--- src/rtl/writeback_unit_pkg.sv ---
// rtl/writeback_unit_pkg.sv - rv32i types shared by the writeback unit
package rv32i;

    typedef enum logic {
        REG_WE_OFF = 1'b0,
        REG_WE_ON  = 1'b1
    } reg_we_e;

    typedef enum logic [1:0] {
        IDLE     = 2'd0,
        WAIT_MEM = 2'd1,
        HOLD     = 2'd2
    } wb_state_e;

    localparam logic [2:0] LB  = 3'b000;
    localparam logic [2:0] LH  = 3'b001;
    localparam logic [2:0] LW  = 3'b010;
    localparam logic [2:0] LBU = 3'b100;
    localparam logic [2:0] LHU = 3'b101;

endpackage

--- src/rtl/writeback_unit_if.sv ---
// rtl/writeback_unit_if.sv - ALU/load/memory/decode/regfile signals of the writeback unit
interface writeback_unit_if;
    import rv32i::*;

    logic        alu_valid;
    logic [4:0]  alu_rd;
    logic [31:0] alu_data;
    logic        ld_issue;
    logic        ld_ready;
    logic [4:0]  ld_rd;
    logic [2:0]  ld_funct3;
    logic [1:0]  ld_addr_lo;
    logic        mem_rvalid;
    logic [31:0] mem_rdata;
    logic [4:0]  dec_rs1;
    logic [4:0]  dec_rs2;
    logic [4:0]  dec_rd;
    logic        stall;
    reg_we_e     we;
    logic [4:0]  rd_addr;
    logic [31:0] rd_data;

    modport slave (
        input  alu_valid, alu_rd, alu_data,
        input  ld_issue, ld_rd, ld_funct3, ld_addr_lo,
        input  mem_rvalid, mem_rdata,
        input  dec_rs1, dec_rs2, dec_rd,
        output ld_ready, stall, we, rd_addr, rd_data
    );

    modport master (
        output alu_valid, alu_rd, alu_data,
        output ld_issue, ld_rd, ld_funct3, ld_addr_lo,
        output mem_rvalid, mem_rdata,
        output dec_rs1, dec_rs2, dec_rd,
        input  ld_ready, stall, we, rd_addr, rd_data
    );
endinterface

--- src/rtl/writeback_unit_load_extend.sv ---
// rtl/writeback_unit_load_extend.sv - selects and extends the loaded byte/halfword/word
module load_extend
    import rv32i::*;
(
    input  logic [2:0]  funct3,
    input  logic [1:0]  addr_lo,
    input  logic [31:0] word,
    output logic [31:0] value
);
    logic [7:0]  byte_sel;
    logic [15:0] half_sel;

    always_comb begin
        byte_sel = word[8*addr_lo +: 8];
        half_sel = addr_lo[1] ? word[31:16] : word[15:0];
        case (funct3)
            LB:      value = {{24{byte_sel[7]}}, byte_sel};
            LH:      value = {{16{half_sel[15]}}, half_sel};
            LW:      value = word;
            LBU:     value = {24'd0, byte_sel};
            LHU:     value = {16'd0, half_sel};
            default: value = 32'd0;
        endcase
    end
endmodule

--- src/rtl/writeback_unit.sv ---
// rtl/writeback_unit.sv - merges ALU results and one outstanding load into the regfile write port
module writeback_unit
    import rv32i::*;
(
    input  logic             clk,
    input  logic             reset,
    writeback_unit_if.slave  bus
);
    wb_state_e   state_q, state_d;
    logic [4:0]  rd_q, rd_d;
    logic [2:0]  funct3_q, funct3_d;
    logic [1:0]  addr_lo_q, addr_lo_d;
    logic [31:0] hold_q, hold_d;
    logic [31:0] ext_data;

    logic        wr_en;
    logic [4:0]  wr_addr;
    logic [31:0] wr_data;

    load_extend u_load_extend (
        .funct3  (funct3_q),
        .addr_lo (addr_lo_q),
        .word    (bus.mem_rdata),
        .value   (ext_data)
    );

    always_ff @(posedge clk or posedge reset) begin
        if (reset) begin
            state_q   <= IDLE;
            rd_q      <= 5'd0;
            funct3_q  <= 3'd0;
            addr_lo_q <= 2'd0;
            hold_q    <= 32'd0;
        end else begin
            state_q   <= state_d;
            rd_q      <= rd_d;
            funct3_q  <= funct3_d;
            addr_lo_q <= addr_lo_d;
            hold_q    <= hold_d;
        end
    end

    always_comb begin
        state_d   = state_q;
        rd_d      = rd_q;
        funct3_d  = funct3_q;
        addr_lo_d = addr_lo_q;
        hold_d    = hold_q;
        case (state_q)
            IDLE: begin
                if (bus.ld_issue) begin
                    rd_d      = bus.ld_rd;
                    funct3_d  = bus.ld_funct3;
                    addr_lo_d = bus.ld_addr_lo;
                    state_d   = WAIT_MEM;
                end
            end
            WAIT_MEM: begin
                // A colliding ALU write wins the port; park the load result.
                if (bus.mem_rvalid) begin
                    if (bus.alu_valid) begin
                        hold_d  = ext_data;
                        state_d = HOLD;
                    end else begin
                        state_d = IDLE;
                    end
                end
            end
            HOLD: begin
                if (!bus.alu_valid) state_d = IDLE;
            end
            default: state_d = IDLE;
        endcase
    end

    always_comb begin
        wr_en   = 1'b0;
        wr_addr = 5'd0;
        wr_data = 32'd0;
        if (bus.alu_valid) begin
            wr_en   = 1'b1;
            wr_addr = bus.alu_rd;
            wr_data = bus.alu_data;
        end else if (state_q == WAIT_MEM && bus.mem_rvalid) begin
            wr_en   = 1'b1;
            wr_addr = rd_q;
            wr_data = ext_data;
        end else if (state_q == HOLD) begin
            wr_en   = 1'b1;
            wr_addr = rd_q;
            wr_data = hold_q;
        end

        bus.we      = REG_WE_OFF;
        bus.rd_addr = 5'd0;
        bus.rd_data = 32'd0;
        // x0 destinations and anything seen while in reset are dropped entirely.
        if (wr_en && wr_addr != 5'd0 && !reset) begin
            bus.we      = REG_WE_ON;
            bus.rd_addr = wr_addr;
            bus.rd_data = wr_data;
        end

        bus.ld_ready = (state_q == IDLE);
        bus.stall    = (state_q != IDLE) && (rd_q != 5'd0) &&
                       (bus.dec_rs1 == rd_q || bus.dec_rs2 == rd_q || bus.dec_rd == rd_q);
    end
endmodule

--- src/flat_wrapper.sv ---
// flat-port wrapper written by rule: the top's interface ports become plain ports
module writeback_unit_flat import rv32i::*;
  (clk, reset, bus_alu_valid, bus_alu_rd, bus_alu_data, bus_ld_issue, bus_ld_rd, bus_ld_funct3, bus_ld_addr_lo, bus_mem_rvalid, bus_mem_rdata, bus_dec_rs1, bus_dec_rs2, bus_dec_rd, bus_ld_ready, bus_stall, bus_we, bus_rd_addr, bus_rd_data);
  writeback_unit_if bus_i ();
  input  logic clk;
  input  logic reset;
  input wire logic [$bits(bus_i.alu_valid)-1:0] bus_alu_valid;
  input wire logic [$bits(bus_i.alu_rd)-1:0] bus_alu_rd;
  input wire logic [$bits(bus_i.alu_data)-1:0] bus_alu_data;
  input wire logic [$bits(bus_i.ld_issue)-1:0] bus_ld_issue;
  input wire logic [$bits(bus_i.ld_rd)-1:0] bus_ld_rd;
  input wire logic [$bits(bus_i.ld_funct3)-1:0] bus_ld_funct3;
  input wire logic [$bits(bus_i.ld_addr_lo)-1:0] bus_ld_addr_lo;
  input wire logic [$bits(bus_i.mem_rvalid)-1:0] bus_mem_rvalid;
  input wire logic [$bits(bus_i.mem_rdata)-1:0] bus_mem_rdata;
  input wire logic [$bits(bus_i.dec_rs1)-1:0] bus_dec_rs1;
  input wire logic [$bits(bus_i.dec_rs2)-1:0] bus_dec_rs2;
  input wire logic [$bits(bus_i.dec_rd)-1:0] bus_dec_rd;
  output wire logic [$bits(bus_i.ld_ready)-1:0] bus_ld_ready;
  output wire logic [$bits(bus_i.stall)-1:0] bus_stall;
  output wire logic [$bits(bus_i.we)-1:0] bus_we;
  output wire logic [$bits(bus_i.rd_addr)-1:0] bus_rd_addr;
  output wire logic [$bits(bus_i.rd_data)-1:0] bus_rd_data;
  assign bus_i.alu_valid = bus_alu_valid;
  assign bus_i.alu_rd = bus_alu_rd;
  assign bus_i.alu_data = bus_alu_data;
  assign bus_i.ld_issue = bus_ld_issue;
  assign bus_i.ld_rd = bus_ld_rd;
  assign bus_i.ld_funct3 = bus_ld_funct3;
  assign bus_i.ld_addr_lo = bus_ld_addr_lo;
  assign bus_i.mem_rvalid = bus_mem_rvalid;
  assign bus_i.mem_rdata = bus_mem_rdata;
  assign bus_i.dec_rs1 = bus_dec_rs1;
  assign bus_i.dec_rs2 = bus_dec_rs2;
  assign bus_i.dec_rd = bus_dec_rd;
  assign bus_ld_ready = bus_i.ld_ready;
  assign bus_stall = bus_i.stall;
  assign bus_we = bus_i.we;
  assign bus_rd_addr = bus_i.rd_addr;
  assign bus_rd_data = bus_i.rd_data;
  writeback_unit u_core (.clk(clk), .reset(reset), .bus(bus_i));
endmodule
--- config.mk ---
export PLATFORM = sky130hd
export DESIGN_NAME = writeback_unit_flat
export DESIGN_NICKNAME = d
export VERILOG_FILES = /design/src/rtl/writeback_unit_pkg.sv /design/src/rtl/writeback_unit_if.sv /design/src/rtl/writeback_unit_load_extend.sv /design/src/rtl/writeback_unit.sv /design/src/flat_wrapper.sv
export SDC_FILE = /design/constraint.sdc
export NUM_CORES = 1
export LEC_CHECK = 0
export CAP_MARGIN = 15
export CORE_MARGIN = 1.5
export CORE_UTILIZATION = 45
export CTS_CLUSTER_SIZE = 28
export DETAILED_ROUTE_END_ITERATION = 10
export GPL_ROUTABILITY_DRIVEN = 0
export PLACE_DENSITY = 0.82
export SLEW_MARGIN = 0
export SYNTH_ARGS = -nofsm -noshare
export SYNTH_HDL_FRONTEND = slang
export SYNTH_SLANG_ARGS = --single-unit
--- constraint.sdc ---
create_clock -name clk -period 3.6 [get_ports clk]
set_input_delay 0.54 -clock clk [delete_from_list [all_inputs] [get_ports clk]]
set_output_delay 0.54 -clock clk [all_outputs]
set_load 0.005 [all_outputs]
# Yosys cells after proc, flatten, opt, wreduce, memory -nomap -nowiden
# Cells that the tools add are included.
[totals] register_bits=44 out_inout_bits=40 word_cells=53 in_bits=99
[op_classes] mux=19 reduce_logical=16 eq_ne=12 shift=1
[op_table] cell="$pmux W32 S5" n=1
[op_table] cell="$mux W32" n=4
[op_table] cell="$shiftx A32 B6 Y8" n=1
[op_table] cell="$mux W5" n=4
[op_table] cell="$mux W16" n=1
[op_table] cell="$eq A5 B5 Y1" n=3
[op_table] cell="$reduce_bool A5 Y1" n=2
[op_table] cell="$mux W2" n=4
[op_table] cell="$eq A3 B3 Y1 const B" n=2
[op_table] cell="$ne A2 B2 Y1 const B" n=3
[op_table] cell="$pmux W2 S3" n=1
[op_table] cell="$reduce_and A3 Y1" n=2
[op_table] cell="$logic_and A1 B1 Y1" n=5
[op_table] cell="$mux W1" n=4
[op_table] cell="$eq A3 B1 Y1 const B" n=1
[op_table] cell="$eq A3 B2 Y1 const B" n=1
[op_table] cell="$logic_not A3 Y1" n=1
[op_table] cell="$eq A2 B1 Y1 const B" n=1
[op_table] cell="$eq A2 B2 Y1 const B" n=1
[op_table] cell="$logic_not A2 Y1" n=1
[op_table] cell="$logic_or A1 B1 Y1" n=2
[op_table] cell="$reduce_and A2 Y1" n=1
[op_table] cell="$reduce_bool A2 Y1" n=1
[op_table] cell="$logic_not A1 Y1" n=1

# Depth between registers and ports, before layout
[logic_depth] depth_word=8 mapped_depth=7

# By module
# From an unflattened synthesis, not the netlist that was laid out.
[hier_totals] cells_unflattened=342 hier_area_um2=3507.1
[modules_own_cells] module="writeback_unit" area_per_inst_um2=2745.1 seq_area_each_um2=1101.1 n_inst=1 cells_per_inst=234
[modules_own_cells] module="load_extend" area_per_inst_um2=762.0 seq_area_each_um2=0.0 n_inst=1 cells_per_inst=108

# Worst setup path before layout
# OpenSTA, ideal clock, no wires.
[synth_path] kind="input-to-output" startpoint="in reset" endpoint="out bus_rd_data[16]" setup_slack_ns=0.533 path_stages=6 arrival_time_ns=2.527 path_buffers=2 t_required_ns=3.060 cell_sequence="inv_1 o31ai_1 a211o_1 buf_6 buf_6 a221oi_2"
[synth_between] elab_chain_len=3
[synth_lines] element="start, declared" line_no="flat_wrapper.sv:6" text="input logic reset;"
[synth_lines] element="$logic_not A1 Y1 (no line)"
[synth_lines] element="$logic_and A1 B1 Y1" line_no="writeback_unit.sv:98" text="if (wr_en && wr_addr != 5'd0 && !reset) begin"
[synth_lines] element="$mux W32" line_no="writeback_unit.sv:98"
[synth_lines] element="end, declared" line_no="flat_wrapper.sv:23" text="output wire logic [$bits(bus_i.rd_data)-1:0] bus_rd_data;"
# No other way between the ends.

# Worst setup path in the final report
[layout_path] startpoint="in bus_mem_rvalid" endpoint="out bus_rd_data[4]"
[layout_between] elab_chain_len=7 word_cells_on_any_way=11 cone_classes="mux (7); reduce/logical (4)"
[layout_lines] element="start, declared" line_no="flat_wrapper.sv:14" text="input wire logic [$bits(bus_i.mem_rvalid)-1:0] bus_mem_rvalid;"
[layout_lines] element="$logic_and A1 B1 Y1 (*)" line_no="writeback_unit.sv:84" text="end else if (state_q == WAIT_MEM && bus.mem_rvalid) begin"
[layout_lines] element="$mux W5" line_no="writeback_unit.sv:84"
[layout_lines] element="$mux W5" line_no="writeback_unit.sv:80" text="if (bus.alu_valid) begin"
[layout_lines] element="$reduce_bool A5 Y1" line_no="writeback_unit.sv:98"
[layout_lines] element="$logic_and A1 B1 Y1 (2 in series)" line_no="writeback_unit.sv:98"
[layout_lines] element="$mux W32 (*)" line_no="writeback_unit.sv:98"
# Every way passes the cells marked *; elsewhere a longest branch is shown, timed or not.

==> metrics.md <==
| Metric | Value |
|---|---|
| DRT Wirelength | `11900 um` |
| Status | `complete, no violations` |
| Setup CP Type | `input port to primary output` |
| Clk sink count | `44` |
| Reg-to-reg startpoint | `u_core.state_q[1]` |
| Final ANT Viol Nets | `0` |
| N_diodes | `0` |
| Pin count of the biggest net entering global routing | `50` |
| WL/cell | `18.5 um` |
| Syn Nets | `521` |
| Area delta synth->final | `41.1%` |
| Flip-flop and latch count after synthesis | `44` |
| GRT met1 Usage | `0.360` |
| Layout Cells excl Fill | `642` |
| Final Core Density | `0.663` |
| Post-synth cell types | `57` |
| Rows | `32` |
| Met2 Use GR | `0.448` |
| CP startpoint kind | `input port` |
| Die Y | `93.3 um` |
| Period Utilization, post-route | `0.952` |
| CTS clock-pin slew for the worst setup and hold paths | `0.09 ns` |
| Max_cap viols | `0` |
| Synth Flop Type | `dfrtp_1` |
| M3 GR Usage | `0.0447` |
| Mean Syn Cell Area | `8.70 sq um` |
| HP Start | `u_core.hold_q[17]` |
| Max Fclk | `0.292 GHz` |
| Initial antenna violation count | `0` |
| Number of nets in the layout | `638` |
| Grt peak-use layer | `met2` |
| R2r setup slk | `1.39 ns` |
| H-tree Lvls | `2` |
| # IOs | `139` |
| Die area | `8710 sq um` |
| Initial core utilization | `0.470` |
| TritonCTS clock tree | `yes` |
| WHS Endpoint | `u_core.hold_q[17]` |
| Area fraction of the dominant cell type after synthesis | `0.300` |
| Number of synthesized flops with an enable pin | `0` |
| Worst R2R End | `u_core.hold_q[7]` |
| RSZ-0062 raised after global routing | `false` |
| Total GRT Usage | `0.267` |
| Share of layout cells above drive strength 1 | `0.128` |
| Synth top area cells | `dfrtp_1, a22oi_1, a221oi_2` |
| Endpoints failing hold | `0` |
| Number of buffers created by CTS | `5` |
| Slew margin rel. | `0.434` |
| Post-synth top area cell | `dfrtp_1` |
| DP HPWL | `8680 um` |
| Worst R2R Path Depth | `4` |
| Pleak | `0.00199 uW` |
| Worst Path Required | `3.06 ns` |
| HP Class | `register to register` |
| Final Max Slew Viols | `0` |
| Port-buffer cells | `138` |
| Total power | `2240 uW` |
| Post-synth ARST share | `1.00` |
| # setup viols final | `0` |
| Hold path cells | `2` |
| Vias in the first global route | `3673` |
| DR pass1 iterations | `6` |
| Tmin final | `3.43 ns` |
| Worst-margin pin slew | `0.847 ns` |
| CP Capture Type | `primary output` |
| Crit path launch | `bus_mem_rvalid` |
| CP max FO | `8` |
| Setup TNS after final layout | `0 ns` |
| Clock Skew | `0.00666 ns` |
| Cells after Synth | `422` |
| Vias per inst | `5.97` |
| Clk buf depth | `2` |
| Iteration-0 DRC Markers | `278` |
| Worst-skew pair later-pin latency | `0.30 ns` |
| Post-synthesis sequential area ratio | `0.300` |
| First-pass GRT wire length | `18500 um` |
| Filler cells | `644` |
| DRC | `0` |
| Worst Path Arrival | `2.89 ns` |
| Die width | `93.3 um` |
| Inst Count DP | `634` |
| Via count | `3831` |
| Post-Syn Area | `3670 sq um` |
| Clock root cell | `clkbuf_8` |
| Grt ovf | `0` |
| Placeable Area | `7810 sq um` |
| Number of synthesis warnings | `0` |
| P per Cell Area | `432 nW/um^2` |
| Max IR drop VDD | `0.252 mV` |
[layout by cell type, fill, tap and decap left out, types with 3 or more instances in the layout]
master           count
a211oi_1             4
a211oi_2             3
a21oi_1              7
a221oi_1             5
a221oi_2            15
a22oi_1             36
a31oi_1             11
and2_1               5
buf_4               12
clkbuf_8             5
clkdlybuf4s50_1    137
dfrtp_1             43
inv_1               24
mux2_2              10
mux2i_1             16
nand2_1             45
nand2b_1             6
nand3_1             12
nand3b_1             4
nor2_1              19
nor2b_1              3
nor3_1               4
nor4_1               4
o21ai_0             41
o21ai_1              3
o22ai_1              4
o2bb2ai_1            7
xnor2_1              6
xor2_1               9
[registers in the layout (all words and copies together) (netlist names)]
register	count
u_core.addr_lo_q	2
u_core.rd_q	5
u_core.state_q	2
u_core.hold_q	32
u_core.funct3_q	3
[what timing repair did]
| action | CTS | global route |
|---|---|---|
| buffers inserted | 0 | 0 |
| hold endpoints to repair | 0 | 0 |
| setup endpoints to repair | 1 | 10 |
| hold buffers | 0 | 0 |
| cloned | 0 | 0 |
| gates resized for setup | 1 | 1 |
[cell usage after synthesis (all sizes together) (5+ instances only)]
library cell / count
o2bb2ai: 7
a31oi: 12
xnor2: 6
clkbuf: 14
inv: 25
o21ai: 44
a22oi: 36
mux2i: 19
nand3: 12
nor3: 6
a21oi: 8
and2: 5
buf: 28
mux2: 10
nand2b: 6
nor2: 20
nand3b: 5
a211oi: 7
xor2: 9
nand2: 45
a221oi: 20
dfrtp: 44
[metal layers]
metal | wire length, um | vias to the layer above
met1 | 4860 | 1797
met5 | 0 | -
li1 | - | 1783
met2 | 5860 | 229
met3 | 1020 | 22
met4 | 147 | 0
[final cells by class]
type / count / area (sq um) / share of cell area
sequential: 44 / 1100 / 0.213
tap: 102 / 128 / 0.0246
clock inverter: 3 / 42.5 / 0.00822
inverter: 25 / 93.8 / 0.0181
clock buffer: 5 / 68.8 / 0.0133
multi-input combinational: 311 / 2240 / 0.432
timing repair buffer: 152 / 1510 / 0.291
[worst max-delay path: stages]
cell and delay [ns]:
clkdlybuf4s50_1 0.52, nand3b_2 0.23, nor4_1 0.62, a211oi_1 0.10
a221oi_1 0.32, clkdlybuf4s50_1 0.56
[power breakdown]
part | internal (uW) | switching (uW) | total (uW) | leakage (uW)
clock network | 206 | 180 | 385 | 0.0000541
logic | 492 | 510 | 1000 | 0.00137
registers | 669 | 182 | 850 | 0.000566
[stage by stage]
stage	area (sq um)	worst slack [ns]	hold WS (ns)
6_report	5180	0.171	0.486
5_1_grt	5180	0.0618	0.512
4_1_cts	5180	0.187	0.490
3_5_place_dp	5060	0.237	0.470
3_3_place_gp	5060	0.310	0.458
2_1_floorplan	3670	0.533	0.442
[cell families after synthesis]
group / synth area share
AO/OA/AOI/OAI: 0.322
AND/OR/NAND/NOR: 0.162
buffers and inverters: 0.0927
flip-flops: 0.300
multiplexers: 0.0880
XOR/XNOR: 0.0358
[how the worst max path moves through the flow]
stage	to	slack (ns)	cells past startpoint
5_1_grt	bus_rd_data[5]	0.06	6
3_3_place_gp	bus_rd_data[31]	0.31	6
6_report	bus_rd_data[4]	0.17	6
2_1_floorplan	bus_rd_data[16]	0.53	6
3_5_place_dp	bus_rd_data[30]	0.24	6
4_1_cts	bus_rd_data[8]	0.19	6
Power figures use the tool's default switching activity.
